$ cat src/rtl/ps2_pkg.sv
// rtl/ps2_pkg.sv - shared PS/2 frame definitions for device transmitter and host receiver
package ps2_pkg;

    typedef enum logic [1:0] {
        ST_IDLE = 2'd0,
        ST_HIGH = 2'd1,
        ST_LOW  = 2'd2,
        ST_GAP  = 2'd3
    } ps2_state_t;

    localparam int   FRAME_BITS = 11;
    localparam logic START_BIT  = 1'b0;
    localparam logic STOP_BIT   = 1'b1;

    function automatic logic odd_parity(input logic [7:0] b);
        return ~^b;
    endfunction

endpackage

$ cat src/rtl/ps2_byte_fifo.sv
// rtl/ps2_byte_fifo.sv - synchronous byte FIFO with occupancy count
module ps2_byte_fifo #(
    parameter int FIFO_AW = 3
) (
    input  logic               clk,
    input  logic               rst,
    input  logic               push,
    input  logic [7:0]         push_data,
    input  logic               pop,
    output logic [7:0]         head,
    output logic [FIFO_AW:0]   count,
    output logic               full,
    output logic               empty
);

    localparam logic [FIFO_AW:0] DEPTH = {1'b1, {FIFO_AW{1'b0}}};

    logic [7:0]         mem [2**FIFO_AW];
    logic [FIFO_AW-1:0] wr_ptr;
    logic [FIFO_AW-1:0] rd_ptr;
    logic               do_push;
    logic               do_pop;

    assign full    = (count == DEPTH);
    assign empty   = (count == '0);
    assign do_push = push & ~full;
    assign do_pop  = pop & ~empty;
    assign head    = mem[rd_ptr];

    always_ff @(posedge clk) begin
        if (do_push) begin
            mem[wr_ptr] <= push_data;
        end
    end

    // Pointers wrap naturally at FIFO_AW bits; count carries the extra bit.
    always_ff @(posedge clk) begin
        if (rst) begin
            wr_ptr <= '0;
            rd_ptr <= '0;
            count  <= '0;
        end else begin
            if (do_push) begin
                wr_ptr <= wr_ptr + 1'b1;
            end
            if (do_pop) begin
                rd_ptr <= rd_ptr + 1'b1;
            end
            case ({do_push, do_pop})
                2'b10:   count <= count + 1'b1;
                2'b01:   count <= count - 1'b1;
                default: count <= count;
            endcase
        end
    end

endmodule

$ cat src/rtl/ps2_device_tx.sv
// rtl/ps2_device_tx.sv - PS/2 device-side transmitter serialising queued bytes onto ps2_clk/ps2_data
module ps2_device_tx
    import ps2_pkg::*;
#(
    parameter int CLK_DIV    = 50,
    parameter int GAP_CYCLES = 100,
    parameter int FIFO_AW    = 3
) (
    input  logic               clk,
    input  logic               rst,
    input  logic [7:0]         wr_data,
    input  logic               wr_valid,
    output logic               wr_ready,
    input  logic               inhibit,
    output logic               ps2_clk,
    output logic               ps2_data,
    output logic               busy,
    output logic [FIFO_AW:0]   fifo_count,
    output logic               overflow
);

    localparam int DIV_W = $clog2(CLK_DIV);
    localparam int GAP_W = $clog2(GAP_CYCLES + 1);

    localparam logic [DIV_W-1:0] DIV_LAST = DIV_W'(CLK_DIV - 1);
    localparam logic [GAP_W-1:0] GAP_LAST = GAP_W'(GAP_CYCLES - 1);
    localparam logic [3:0]       STOP_IDX = 4'(FRAME_BITS - 1);

    ps2_state_t                  state;
    logic [3:0]                  bit_idx;
    logic [DIV_W-1:0]            div_cnt;
    logic [GAP_W-1:0]            gap_cnt;
    logic [FRAME_BITS-1:0]       shift;

    logic [7:0]                  fifo_head;
    logic                        fifo_full;
    logic                        fifo_empty;
    logic                        push;
    logic                        pop;
    logic                        abort;
    logic [FRAME_BITS-1:0]       next_frame;
    logic [3:0]                  next_idx;

    assign wr_ready   = ~fifo_full;
    assign push       = wr_valid & wr_ready;
    assign busy       = (state != ST_IDLE);
    assign next_frame = {STOP_BIT, odd_parity(fifo_head), fifo_head, START_BIT};
    assign next_idx   = bit_idx + 4'd1;

    // The byte stays in the FIFO until its stop bit has been clocked out,
    // so an aborted frame can be resent from the start bit.
    assign pop   = (state == ST_LOW) && (bit_idx == STOP_IDX) && (div_cnt == DIV_LAST);
    assign abort = inhibit && (state == ST_HIGH || state == ST_LOW) && (bit_idx != STOP_IDX);

    ps2_byte_fifo #(
        .FIFO_AW (FIFO_AW)
    ) u_fifo (
        .clk       (clk),
        .rst       (rst),
        .push      (push),
        .push_data (wr_data),
        .pop       (pop),
        .head      (fifo_head),
        .count     (fifo_count),
        .full      (fifo_full),
        .empty     (fifo_empty)
    );

    always_ff @(posedge clk) begin
        if (rst) begin
            overflow <= 1'b0;
        end else if (wr_valid && !wr_ready) begin
            overflow <= 1'b1;
        end
    end

    always_ff @(posedge clk) begin
        if (rst) begin
            state    <= ST_IDLE;
            ps2_clk  <= 1'b1;
            ps2_data <= 1'b1;
            bit_idx  <= '0;
            div_cnt  <= '0;
            gap_cnt  <= '0;
            shift    <= '1;
        end else if (abort) begin
            state    <= ST_GAP;
            ps2_clk  <= 1'b1;
            ps2_data <= 1'b1;
            div_cnt  <= '0;
            gap_cnt  <= '0;
        end else begin
            case (state)
                ST_IDLE: begin
                    ps2_clk  <= 1'b1;
                    ps2_data <= 1'b1;
                    if (!fifo_empty && !inhibit) begin
                        shift    <= next_frame;
                        bit_idx  <= '0;
                        div_cnt  <= '0;
                        ps2_data <= next_frame[0];
                        state    <= ST_HIGH;
                    end
                end
                ST_HIGH: begin
                    if (div_cnt == DIV_LAST) begin
                        div_cnt <= '0;
                        ps2_clk <= 1'b0;
                        state   <= ST_LOW;
                    end else begin
                        div_cnt <= div_cnt + 1'b1;
                    end
                end
                ST_LOW: begin
                    if (div_cnt == DIV_LAST) begin
                        div_cnt <= '0;
                        ps2_clk <= 1'b1;
                        if (bit_idx == STOP_IDX) begin
                            ps2_data <= 1'b1;
                            gap_cnt  <= '0;
                            state    <= ST_GAP;
                        end else begin
                            bit_idx  <= next_idx;
                            ps2_data <= shift[next_idx];
                            state    <= ST_HIGH;
                        end
                    end else begin
                        div_cnt <= div_cnt + 1'b1;
                    end
                end
                ST_GAP: begin
                    ps2_clk  <= 1'b1;
                    ps2_data <= 1'b1;
                    if (gap_cnt == GAP_LAST) begin
                        state <= ST_IDLE;
                    end else begin
                        gap_cnt <= gap_cnt + 1'b1;
                    end
                end
                default: begin
                    state <= ST_IDLE;
                end
            endcase
        end
    end

endmodule
$ cat config.mk
export PLATFORM = sky130hd
export DESIGN_NAME = ps2_device_tx
export DESIGN_NICKNAME = d
export VERILOG_FILES = /design/src/rtl/ps2_pkg.sv /design/src/rtl/ps2_byte_fifo.sv /design/src/rtl/ps2_device_tx.sv
export SDC_FILE = /design/constraint.sdc
export NUM_CORES = 1
export LEC_CHECK = 0
export BUFFER_PORTS_ARGS = -buffer_cell sky130_fd_sc_hd__buf_2
export CAP_MARGIN = 15
export CORE_AREA = 3 3 75 147
export CTS_CLUSTER_DIAMETER = 100
export DETAILED_ROUTE_END_ITERATION = 10
export DIE_AREA = 0 0 78 150
export PLACE_DENSITY = 0.66
export SYNTH_ARGS = -nofsm -noshare
export SYNTH_HDL_FRONTEND = slang
export SYNTH_HIERARCHICAL = 1
export SYNTH_SLANG_ARGS = --single-unit
$ cat constraint.sdc
create_clock -name clk -period 3.1 [get_ports clk]
set_clock_uncertainty 0.2 [all_clocks]
set_input_delay 0.155 -clock clk [delete_from_list [all_inputs] [get_ports clk]]
set_output_delay 0.155 -clock clk [all_outputs]
set_load 0.005 [all_outputs]
==> results of run 1 <==
## area by class of cell
| class | count | area [um^2] |
|---|---|---|
| clock buffer | 9 | 225 |
| clock inverter | 7 | 65.1 |
| fill | 884 | 4520 |
| inverter | 11 | 41.3 |
| multi-input combinational | 245 | 1980 |
| sequential | 109 | 2820 |
| tap | 135 | 169 |
| timing repair buffer | 47 | 325 |
## cell usage after synthesis, types with 3 or more instances
cell type,instances
a21oi_1,11
clkbuf_1,7
dfxtp_1,45
edfxtp_1,64
ha_1,14
inv_1,11
mux2_2,9
mux2i_1,4
mux4_1,15
mux4_2,3
nand2_1,38
nand2b_1,3
nand3_1,10
nand3b_1,8
nand4_1,3
nor2_1,38
nor2b_1,6
nor3_1,6
o211ai_1,3
o21ai_0,5
or3_1,4
xnor2_1,13
xor2_1,11
## sequential cells by signal, indices dropped and copies added (netlist names), named ones only
signal         count
ps2_data           1
shift             10
u_fifo/mem        64
bit_idx            4
ps2_clk            1
u_fifo/rd_ptr      3
overflow           1
u_fifo/wr_ptr      3
state              2
div_cnt            6
gap_cnt            7
u_fifo/count       4
## power by group
part / internal [mW] / leakage [nW] / switching (mW) / total (mW)
clock network: 0.565 / 0.140 / 0.540 / 1.10
registers: 1.61 / 0.947 / 0.0497 / 1.66
logic: 0.266 / 0.985 / 0.389 / 0.655
total: 2.44 / 2.07 / 0.979 / 3.42
## logic make-up (layout without fill, tap and decap cells)
group / after synthesis / count (layout)
adders and majority gates: 14 / 14
xor gates and xnor gates: 24 / 24
and+or+nand+nor: 132 / 132
DFF: 109 / 109
muxes: 31 / 31
AOI/OAI and AO/OA: 44 / 44
buffers and inverters: 23 / 74
## repair_timing
| item | CTS | global route |
|---|---|---|
| hold buffers | 9 | 0 |
| gates resized for setup | 0 | 1 |
| hold endpoints to repair | 65 | 0 |
| setup endpoints to repair | 0 | 2 |
## final timing paths
kind / slack (ns) / to / cells after the start
worst max-delay path: 0.1 / u_fifo/count[3] / 9
worst min-delay path: 0.04 / ps2_data / 3
worst max register to register: 0.1 / u_fifo/count[3] / 9
worst min register to register: 0.25 / shift[0] / 2
## critical path, stage by stage, from the launching register on
cell and delay [ns]:
dfxtp_1 0.36, or3b_1 0.46, nor2_2 0.15, nand2_1 0.09
nor2_1 0.10, o41a_1 0.23, ha_1 0.34, or3_1 0.43
o32ai_1 0.16, mux2_2 0.36
## metal layers
metal / up-vias / track usage (%) / wire, um / part of all wire, %
li1: 1503 / - / - / -
met1: 1480 / 16.8 / 3480 / 37
met2: 40 / 34.3 / 5540 / 59
met3: 13 / 3.07 / 189 / 2.0
met4: 0 / 7.62 / 221 / 2.3
met5: - / 0 / 0 / 0
==> key figures, run 1 <==
Status
  • Run status: finished clean

Logic synthesis
  • Post-synth cell types: 58
  • Gate count after technology mapping: 377
  • Mux cell area share after synthesis: 12.3%
  • Mapped Area: 4920 um^2
  • Post-synthesis simple-gate area fraction: 13.7%
  • Top area cells in the synthesized netlist: edfxtp_1, dfxtp_1, mux4_1
  • Synth Area in XOR/XNOR: 4.27%
  • Yosys top cell area share: 39.1%
  • Syn avg cell area: 13.0 um^2
  • Register area share after synthesis: 57.4%
  • Synthesized-area fraction occupied by adder cells: 3.56%
  • Top cell type by total area after synthesis: edfxtp_1
  • Main combinational cell family by area after synthesis: simple AND/OR/NAND/NOR gates
  • Synth Flop Type: edfxtp_1
  • Ys async rst share: 0%
  • #FFs+latches synth: 109
  • Post-synth EDFFs: 64
  • Compound-Gate Fraction of Synth Area: 6.34%
  • Warnings, synthesis: 6
  • Synthesized net count: 403

Floorplanning
  • Initial core utilization: 48.4%
  • Total core area: 10100 um^2
  • Chip width: 78 um
  • Total die area: 11700 um^2
  • Rows: 52
  • Die Ht: 150 um
  • Ports: 21

Layout
  • Nets: 449
  • Area Overhead vs Synth: 14.4%
  • Layout cells sized above 1: 18.2%
  • Most frequent cells in the layout: edfxtp_1, dfxtp_1, nand2_1
  • Finished Core Util: 55.4%
  • ANT cells: 0
  • Post-route insts no fill: 563
  • Most common cell after layout, fill and taps aside: edfxtp_1
  • Cell area after layout: 5630 um^2

Clock tree
  • CTS Sinks: 109
  • Postcts setup bufs: 0
  • Root buf cell: clkbuf_16
  • Clock buffer depth: 2
  • CTS tree: built
  • CTS H-tree depth: 3
  • Clock Pin Slew Worst Setup and Hold Paths: 0.08 ns
  • Inserted Clock Buffers: 9
  • Skew-Pair Late Insertion Delay: 0.35 ns

Global route
  • Vias in the first global route: 3108
  • Largest net degree at the start of global routing: 28
  • Initial antenna violation count: 0
  • First-pass GRT wire length: 15200 um
  • GR Overflow Total: 0
  • GRT Total Usage: 17.3%

Timing
  • Worst Hold Slack: 0.0376 ns
  • Final-report max-slew violation count: 0
  • Worst Tran Pin Value: 0.680 ns
  • RSZ-0062 raised after global routing: false
  • Setup tns final: 0 ns
  • Fmax: 333 MHz
  • Tmin final: 3.00 ns
  • Final worst setup slack: 0.0971 ns
  • Slew HR: 54.3%
  • Tcrit/Tclk final: 96.9%
  • Final hold viol count: 0
  • Setup Viol. Count Final: 0

Setup path
  • Kind of critical path: reg2reg
  • CP required: 3.14 ns
  • Startpoint Class: register
  • CP startpoint: div_cnt[2]
  • CP arrival: 3.04 ns
  • Critical path fanouts, max: 6
  • Crit end category: register
  • Reg2reg start: div_cnt[2]

Pwr
  • Static Leakage: 2.07 nW
  • Power Dens Cells: 607 nW/um^2
  • Max IR drop VDD: 408 uV
  • Final Power: 3.42 mW

Placement
  • Placement Cell Area: 5240 um^2
  • IO Port Bufs: 20
  • Pre-CTS setup slack: 0.115 ns
  • HPWL after DPL: 6790 um
  • Final RePlAce weighted congestion: 0.861
  • Cells after DPL: 538

Route
  • Antenna Nets Post-Route: 0
  • Drt drc: 0
  • 1st-pass router iterations: 4
  • Routed vias: 3036
  • Routed WL: 9430 um
  • Vias per cell: 5.39
  • Iter 0 DRT Violations: 134
  • Routed WL per cell: 16.8 um

Worst hold path
  • HP Start: inhibit
  • HP Class: in2reg

Job
  • Max Cap Viol: 0
Power figures use the tool's default switching activity.
==> run 2: changes to the inputs <==
--- a/config.mk
+++ b/config.mk
@@ -11,7 +11,7 @@
 export CTS_CLUSTER_DIAMETER = 100
 export DETAILED_ROUTE_END_ITERATION = 10
 export DIE_AREA = 0 0 78 150
-export PLACE_DENSITY = 0.66
+export PLACE_DENSITY = 0.69
 export SYNTH_ARGS = -nofsm -noshare
 export SYNTH_HDL_FRONTEND = slang
 export SYNTH_HIERARCHICAL = 1
==> constraint.sdc (replaced) <==
create_clock -name clk -period 2.6 [get_ports clk]
set_clock_uncertainty 0.2 [all_clocks]
set_input_delay 0.13 -clock clk [delete_from_list [all_inputs] [get_ports clk]]
set_output_delay 0.13 -clock clk [all_outputs]
set_load 0.005 [all_outputs]
==> key figures, run 2 (synthesis results as in run 1) <==
Status
  • Run status: finished with violations (was finished clean)
  • Violated checks: setup timing

Setup path
  • Reg2reg start: div_cnt[3] (was div_cnt[2])
  • Largest stage delay on the critical path: 0.41 ns (was 0.46 ns)
  • FF-to-FF path depth: 12 (was 9)
  • Startpoint Class: register (unchanged)
  • CP required: 2.67 ns (was 3.14 ns)
  • CP Buf/Inv Count: 0 (unchanged)
  • Crit end category: register (unchanged)
  • Critical path fanouts, max: 2 (was 6)
  • Worst path cell trace: or3b_4 -> nor2_4 -> nand2_2 -> nor2_4 -> o41a_1 -> ha_2 -> xor2_2 -> ha_2 -> a21oi_2 -> xor2_1 -> or3_1 -> a21oi_1 (was or3b_1 -> nor2_2 -> nand2_1 -> nor2_1 -> o41a_1 -> ha_1 -> or3_1 -> o32ai_1 -> mux2_2)
  • CP arrival: 2.76 ns (was 3.04 ns)
  • R2R Path End: u_fifo/count[2] (was u_fifo/count[3])
  • Cell family with most CP delay: simple AND/OR/NAND/NOR gates (unchanged)
  • Worst R2R Setup Slack: -0.09 ns (was 0.1 ns)
  • Kind of critical path: reg2reg (unchanged)
  • Max stage delay cell, worst path: or3b_4 (was or3b_1)

Route
  • Drt drc: 0 (unchanged)
  • Antenna Nets Post-Route: 0 (unchanged)
  • 1st-pass router iterations: 4 (unchanged)
  • Iter 0 DRT Violations: 158 (was 134)
  • Routed vias: 3186 (was 3036)
  • Vias per cell: 5.44 (was 5.39)
  • Routed WL per cell: 16.8 um (about the same)
  • Routed WL: 9840 um (was 9430 um)

Timing
  • Worst Tran Pin Value: 0.877 ns (was 0.680 ns)
  • Final hold viol count: 0 (unchanged)
  • Worst Hold Slack: 0.0454 ns (was 0.0376 ns)
  • Setup Viol. Count Final: 2 (was 0)
  • Final-report max-slew violation count: 0 (unchanged)
  • Final worst setup slack: -0.0854 ns (was 0.0971 ns)
  • Slew HR: 41.3% (was 54.3%)
  • RSZ-0062 raised after global routing: true (was false)
  • Fmax: 372 MHz (was 333 MHz)
  • Tmin final: 2.69 ns (was 3.00 ns)
  • Tcrit/Tclk final: 103% (was 96.9%)

Floorplanning
  • Total core area: 10100 um^2 (unchanged)
  • Rows: 52 (unchanged)
  • Chip width: 78 um (unchanged)
  • Die Ht: 150 um (unchanged)
  • Initial core utilization: 48.4% (unchanged)
  • Total die area: 11700 um^2 (unchanged)
  • Ports: 21 (unchanged)

Layout
  • Most frequent cells in the layout: edfxtp_1, dfxtp_1, buf_4 (was edfxtp_1, dfxtp_1, nand2_1)
  • Area Overhead vs Synth: 19.5% (was 14.4%)
  • Max reg flops: 64 (unchanged)
  • Biggest register: u_fifo/mem (unchanged)
  • Most common cell after layout, fill and taps aside: edfxtp_1 (unchanged)
  • Largest regs: u_fifo/mem x64, shift x10, gap_cnt x7 (unchanged)
  • ANT cells: 0 (unchanged)
  • Layout cells sized above 1: 25.1% (was 18.2%)
  • Nets: 472 (was 449)
  • Cell area after layout: 5870 um^2 (was 5630 um^2)

Pwr
  • Final Power: 4.09 mW (was 3.42 mW)
  • Power Dens Cells: 696 nW/um^2 (was 607 nW/um^2)
  • Max IR drop VDD: 649 uV (was 408 uV)
  • Static Leakage: 2.19 nW (was 2.07 nW)

Global route
  • GR Overflow Total: 0 (unchanged)
  • GRT Total Usage: 18.3% (was 17.3%)
  • Vias in the first global route: 3355 (was 3108)
  • First-pass GRT wire length: 16300 um (was 15200 um)
  • Initial antenna violation count: 0 (unchanged)
  • Largest net degree at the start of global routing: 28 (unchanged)

Worst hold path
  • HP Start: rst (was inhibit)
  • HP Class: in2reg (unchanged)
  • Hold Crit Endpoint: u_fifo/count[0] (was ps2_data)
  • Hold path cells: 2 (was 3)

Placement
  • Final RePlAce weighted congestion: 0.854 (was 0.861)
  • Pre-CTS setup slack: -0.131 ns (was 0.115 ns)
  • IO Port Bufs: 20 (unchanged)
  • HPWL after DPL: 7100 um (was 6790 um)
  • Placement Cell Area: 5400 um^2 (was 5240 um^2)

Clock tree
  • CTS Sinks: 109 (unchanged)
  • Root buf cell: clkbuf_16 (unchanged)
  • CTS tree: built (unchanged)
  • Clock buffer depth: 2 (unchanged)
  • Skew-Pair Late Insertion Delay: 0.34 ns (was 0.35 ns)
  • Clock Pin Slew Worst Setup and Hold Paths: 0.07 ns (was 0.08 ns)
  • Inserted Clock Buffers: 9 (unchanged)
  • CTS H-tree depth: 3 (unchanged)

Job
  • Max Cap Viol: 0 (unchanged)
[run 2: cell count changes in the layout (fill, tap and decap cells not counted), sizes merged]
cell	change
dlygate4sd3	+1
inv	-1
clkinvlp	+1
buf	+22
[run 2: worst max path at each step]
stage / from / to / slack (ns) / cells after the start
finish: div_cnt[3] / u_fifo/count[2] / -0.09 / 12
global route: div_cnt[3] / u_fifo/count[2] / -0.21 / 12
CTS: div_cnt[3] / u_fifo/count[2] / -0.06 / 12
detailed placement: div_cnt[3] / u_fifo/count[2] / -0.13 / 12
global placement: div_cnt[3] / u_fifo/count[2] / -0.12 / 12
floorplan: div_cnt[3] / u_fifo/count[2] / -0.11 / 12
[run 2: repair_timing]
action | 4_1_cts | 5_1_grt
hold buffers | 10 | 0
resized for setup | 3 | 8
buffers inserted | 6 | 0
pin swaps | 2 | 6
setup endpoints to repair | 2 | 7
hold endpoints to repair | 66 | 0
[run 2: per-stage QoR]
step / std cells / utilization [%] / TNS [ns]
6_report: 586 / 57.9 / -0.125
5_1_grt: 586 / 57.9 / -0.355
4_1_cts: 586 / 57.6 / -0.0754
3_5_place_dp: 554 / 53.2 / -0.227
3_3_place_gp: 554 / 53.2 / -0.198
2_1_floorplan: 377 / - / -0.210
[run 2: power breakdown]
part	switching (mW)	leakage (nW)	internal, mW
Sequential	0.0507	0.948	1.91
Clock	0.621	0.136	0.664
Combinational	0.491	1.10	0.345
Total	1.16	2.19	2.92
[run 2: cell type report]
cell class	count	area, um^2
clock buffers	9	225
multi-input cells	245	2040
inverters	11	41.3
clock inverters	7	57.6
flip-flops and latches	109	2830
well taps	135	169
fillers	860	4280
repair buffers	70	513
[run 2: metal layers]
metal / track usage [%] / vias up / routed length (um)
li1: - / 1548 / -
met1: 18.5 / 1561 / 3600
met2: 35.8 / 57 / 5780
met3: 2.53 / 20 / 207
met4: 8.32 / 0 / 252
met5: 0 / - / 0
==> run 3: changes to the inputs <==
--- a/config.mk
+++ b/config.mk
@@ -5,13 +5,13 @@
 export SDC_FILE = /design/constraint.sdc
 export NUM_CORES = 1
 export LEC_CHECK = 0
-export BUFFER_PORTS_ARGS = -buffer_cell sky130_fd_sc_hd__buf_2
 export CAP_MARGIN = 15
 export CORE_AREA = 3 3 75 147
 export CTS_CLUSTER_DIAMETER = 100
 export DETAILED_ROUTE_END_ITERATION = 10
 export DIE_AREA = 0 0 78 150
-export PLACE_DENSITY = 0.69
+export DONT_BUFFER_PORTS = 1
+export PLACE_DENSITY = 0.67
 export SYNTH_ARGS = -nofsm -noshare
 export SYNTH_HDL_FRONTEND = slang
 export SYNTH_HIERARCHICAL = 1
==> key figures, run 3 (synthesis results as in run 1) <==
Floorplanning
  • Initial core utilization: 48.4% (unchanged)
  • Chip width: 78 um (unchanged)
  • Ports: 21 (unchanged)
  • Die Ht: 150 um (unchanged)
  • Rows: 52 (unchanged)
  • Total core area: 10100 um^2 (unchanged)
  • Total die area: 11700 um^2 (unchanged)

Layout
  • Layout cells sized above 1: 21.1% (was 25.1%)
  • Cell area after layout: 5970 um^2 (was 5870 um^2)
  • Post-route insts no fill: 581 (was 586)
  • Nets: 467 (was 472)
  • Area Overhead vs Synth: 21.5% (was 19.5%)
  • ANT cells: 0 (unchanged)
  • FILL cells: 835 (was 860)
  • Max reg flops: 64 (unchanged)
  • Largest regs: u_fifo/mem x64, shift x10, gap_cnt x7 (unchanged)
  • Most common cell after layout, fill and taps aside: edfxtp_1 (unchanged)
  • Most frequent cells in the layout: edfxtp_1, dfxtp_1, nand2_1 (was edfxtp_1, dfxtp_1, buf_4)
  • Biggest register: u_fifo/mem (unchanged)

Timing
  • Fmax: 361 MHz (was 372 MHz)
  • Tcrit/Tclk final: 107% (was 103%)
  • Slew HR: 43.8% (was 41.3%)
  • Worst Hold Slack: -0.358 ns (was 0.0454 ns)
  • Final worst setup slack: -0.173 ns (was -0.0854 ns)
  • Setup Viol. Count Final: 2 (unchanged)
  • Final-report max-slew violation count: 0 (unchanged)
  • Worst Tran Pin Value: 0.840 ns (was 0.877 ns)
  • Final hold viol count: 10 (was 0)
  • Tmin final: 2.77 ns (was 2.69 ns)
  • RSZ-0062 raised after global routing: true (unchanged)
  • Setup tns final: -0.279 ns (was -0.125 ns)

Clock tree
  • Inserted Clock Buffers: 9 (unchanged)
  • CTS H-tree depth: 3 (unchanged)
  • Root buf cell: clkbuf_16 (unchanged)
  • Clock buffer depth: 2 (unchanged)
  • Clock Pin Slew Worst Setup and Hold Paths: 0.07 ns (about the same)
  • Skew-Pair Late Insertion Delay: 0.34 ns (about the same)
  • CTS Sinks: 109 (unchanged)
  • CTS tree: built (unchanged)

Setup path
  • CP arrival: 2.81 ns (was 2.76 ns)
  • Crit end category: register (unchanged)
  • Startpoint Class: register (unchanged)
  • CP required: 2.63 ns (was 2.67 ns)
  • Critical path fanouts, max: 4 (was 2)
  • Kind of critical path: reg2reg (unchanged)

Route
  • Vias per cell: 5.56 (was 5.44)
  • Routed vias: 3232 (was 3186)
  • 1st-pass router iterations: 4 (unchanged)
  • Routed WL per cell: 17.4 um (was 16.8 um)
  • Drt drc: 0 (unchanged)
  • Routed WL: 10100 um (was 9840 um)
  • Antenna Nets Post-Route: 0 (unchanged)
  • Iter 0 DRT Violations: 114 (was 158)

Placement
  • Cells after DPL: 531 (was 554)
  • IO Port Bufs: 0 (was 20)
  • Final RePlAce weighted congestion: 0.840 (was 0.854)
  • HPWL after DPL: 6890 um (was 7100 um)
  • Placement Cell Area: 5280 um^2 (was 5400 um^2)

Pwr
  • Final Power: 4.19 mW (was 4.09 mW)
  • Static Leakage: 2.18 nW (was 2.19 nW)
  • Max IR drop VDD: 477 uV (was 649 uV)
  • Power Dens Cells: 702 nW/um^2 (was 696 nW/um^2)

Global route
  • First-pass GRT wire length: 16400 um (was 16300 um)
  • Largest net degree at the start of global routing: 28 (unchanged)
  • GRT Total Usage: 18.3% (about the same)
  • Initial antenna violation count: 0 (unchanged)
  • Vias in the first global route: 3369 (was 3355)
  • GR Overflow Total: 0 (unchanged)

Status
  • Violated checks: hold timing, setup timing (was setup timing)
  • Run status: finished with violations (unchanged)

Job
  • Max Cap Viol: 0 (unchanged)

Worst hold path
  • HP Class: in2reg (unchanged)
[run 3: cell type report]
cell class	instances	area (um^2)	area share (%)
multi-input combinational	245	2060	34.5
inverter	11	41.3	0.691
clock buffer	9	225	3.77
timing repair buffer	65	577	9.66
clock inverter	7	72.6	1.21
tap	135	169	2.83
sequential	109	2830	47.3
[run 3: worst paths after layout]
kind / slack (ns) / cells past startpoint / endpoint / startpoint
setup / recovery: -0.17 / 12 / u_fifo/count[3] / div_cnt[2]
hold / removal: -0.36 / 1 / bit_idx[1] / rst
setup reg to reg: -0.17 / 12 / u_fifo/count[3] / div_cnt[2]
hold reg to reg: 0.27 / 2 / shift[0] / shift[0]
[run 3: power by group]
part | switching (mW) | leakage [nW] | total, mW | internal [mW]
clock | 0.611 | 0.138 | 1.36 | 0.750
sequential | 0.0502 | 0.949 | 1.97 | 1.92
combinational | 0.486 | 1.09 | 0.867 | 0.381
[run 3: worst max-delay path, cell delays in order, from the launching register on]
cell and delay (ns):
dfxtp_2 0.32, or3b_4 0.41, nor2_4 0.14, nand2_2 0.08, nor2_2 0.12, o41a_1 0.21
buf_4 0.13, buf_6 0.09, ha_4 0.14, nor2b_1 0.17, a31oi_1 0.10, o32ai_4 0.24
mux2_4 0.32
[run 3: what timing repair did]
item / in CTS / in global routing
setup buffers: 3 / 2
resized for setup: 4 / 15
pin swaps: 9 / 5
hold buffers: 29 / 1
endpoints found under the hold margin: 108 / 16
endpoints found under the setup margin: 2 / 15
[run 3: layer usage]
| metal | up-vias | global-route usage [%] | routed length [um] |
|---|---|---|---|
| met5 | - | 0 | 0 |
| met4 | 0 | 8.58 | 270 |
| met3 | 20 | 2.47 | 275 |
| met2 | 57 | 35.8 | 5910 |
| met1 | 1621 | 18.5 | 3670 |
| li1 | 1534 | - | - |
[run 3: through the flow]
step,worst slack (ns),utilization [%]
2_1_floorplan,-0.111,-
3_3_place_gp,-0.110,52.0
4_1_cts,-0.170,58.2
5_1_grt,-0.218,58.9
6_report,-0.173,58.9
3_5_place_dp,-0.167,52.0
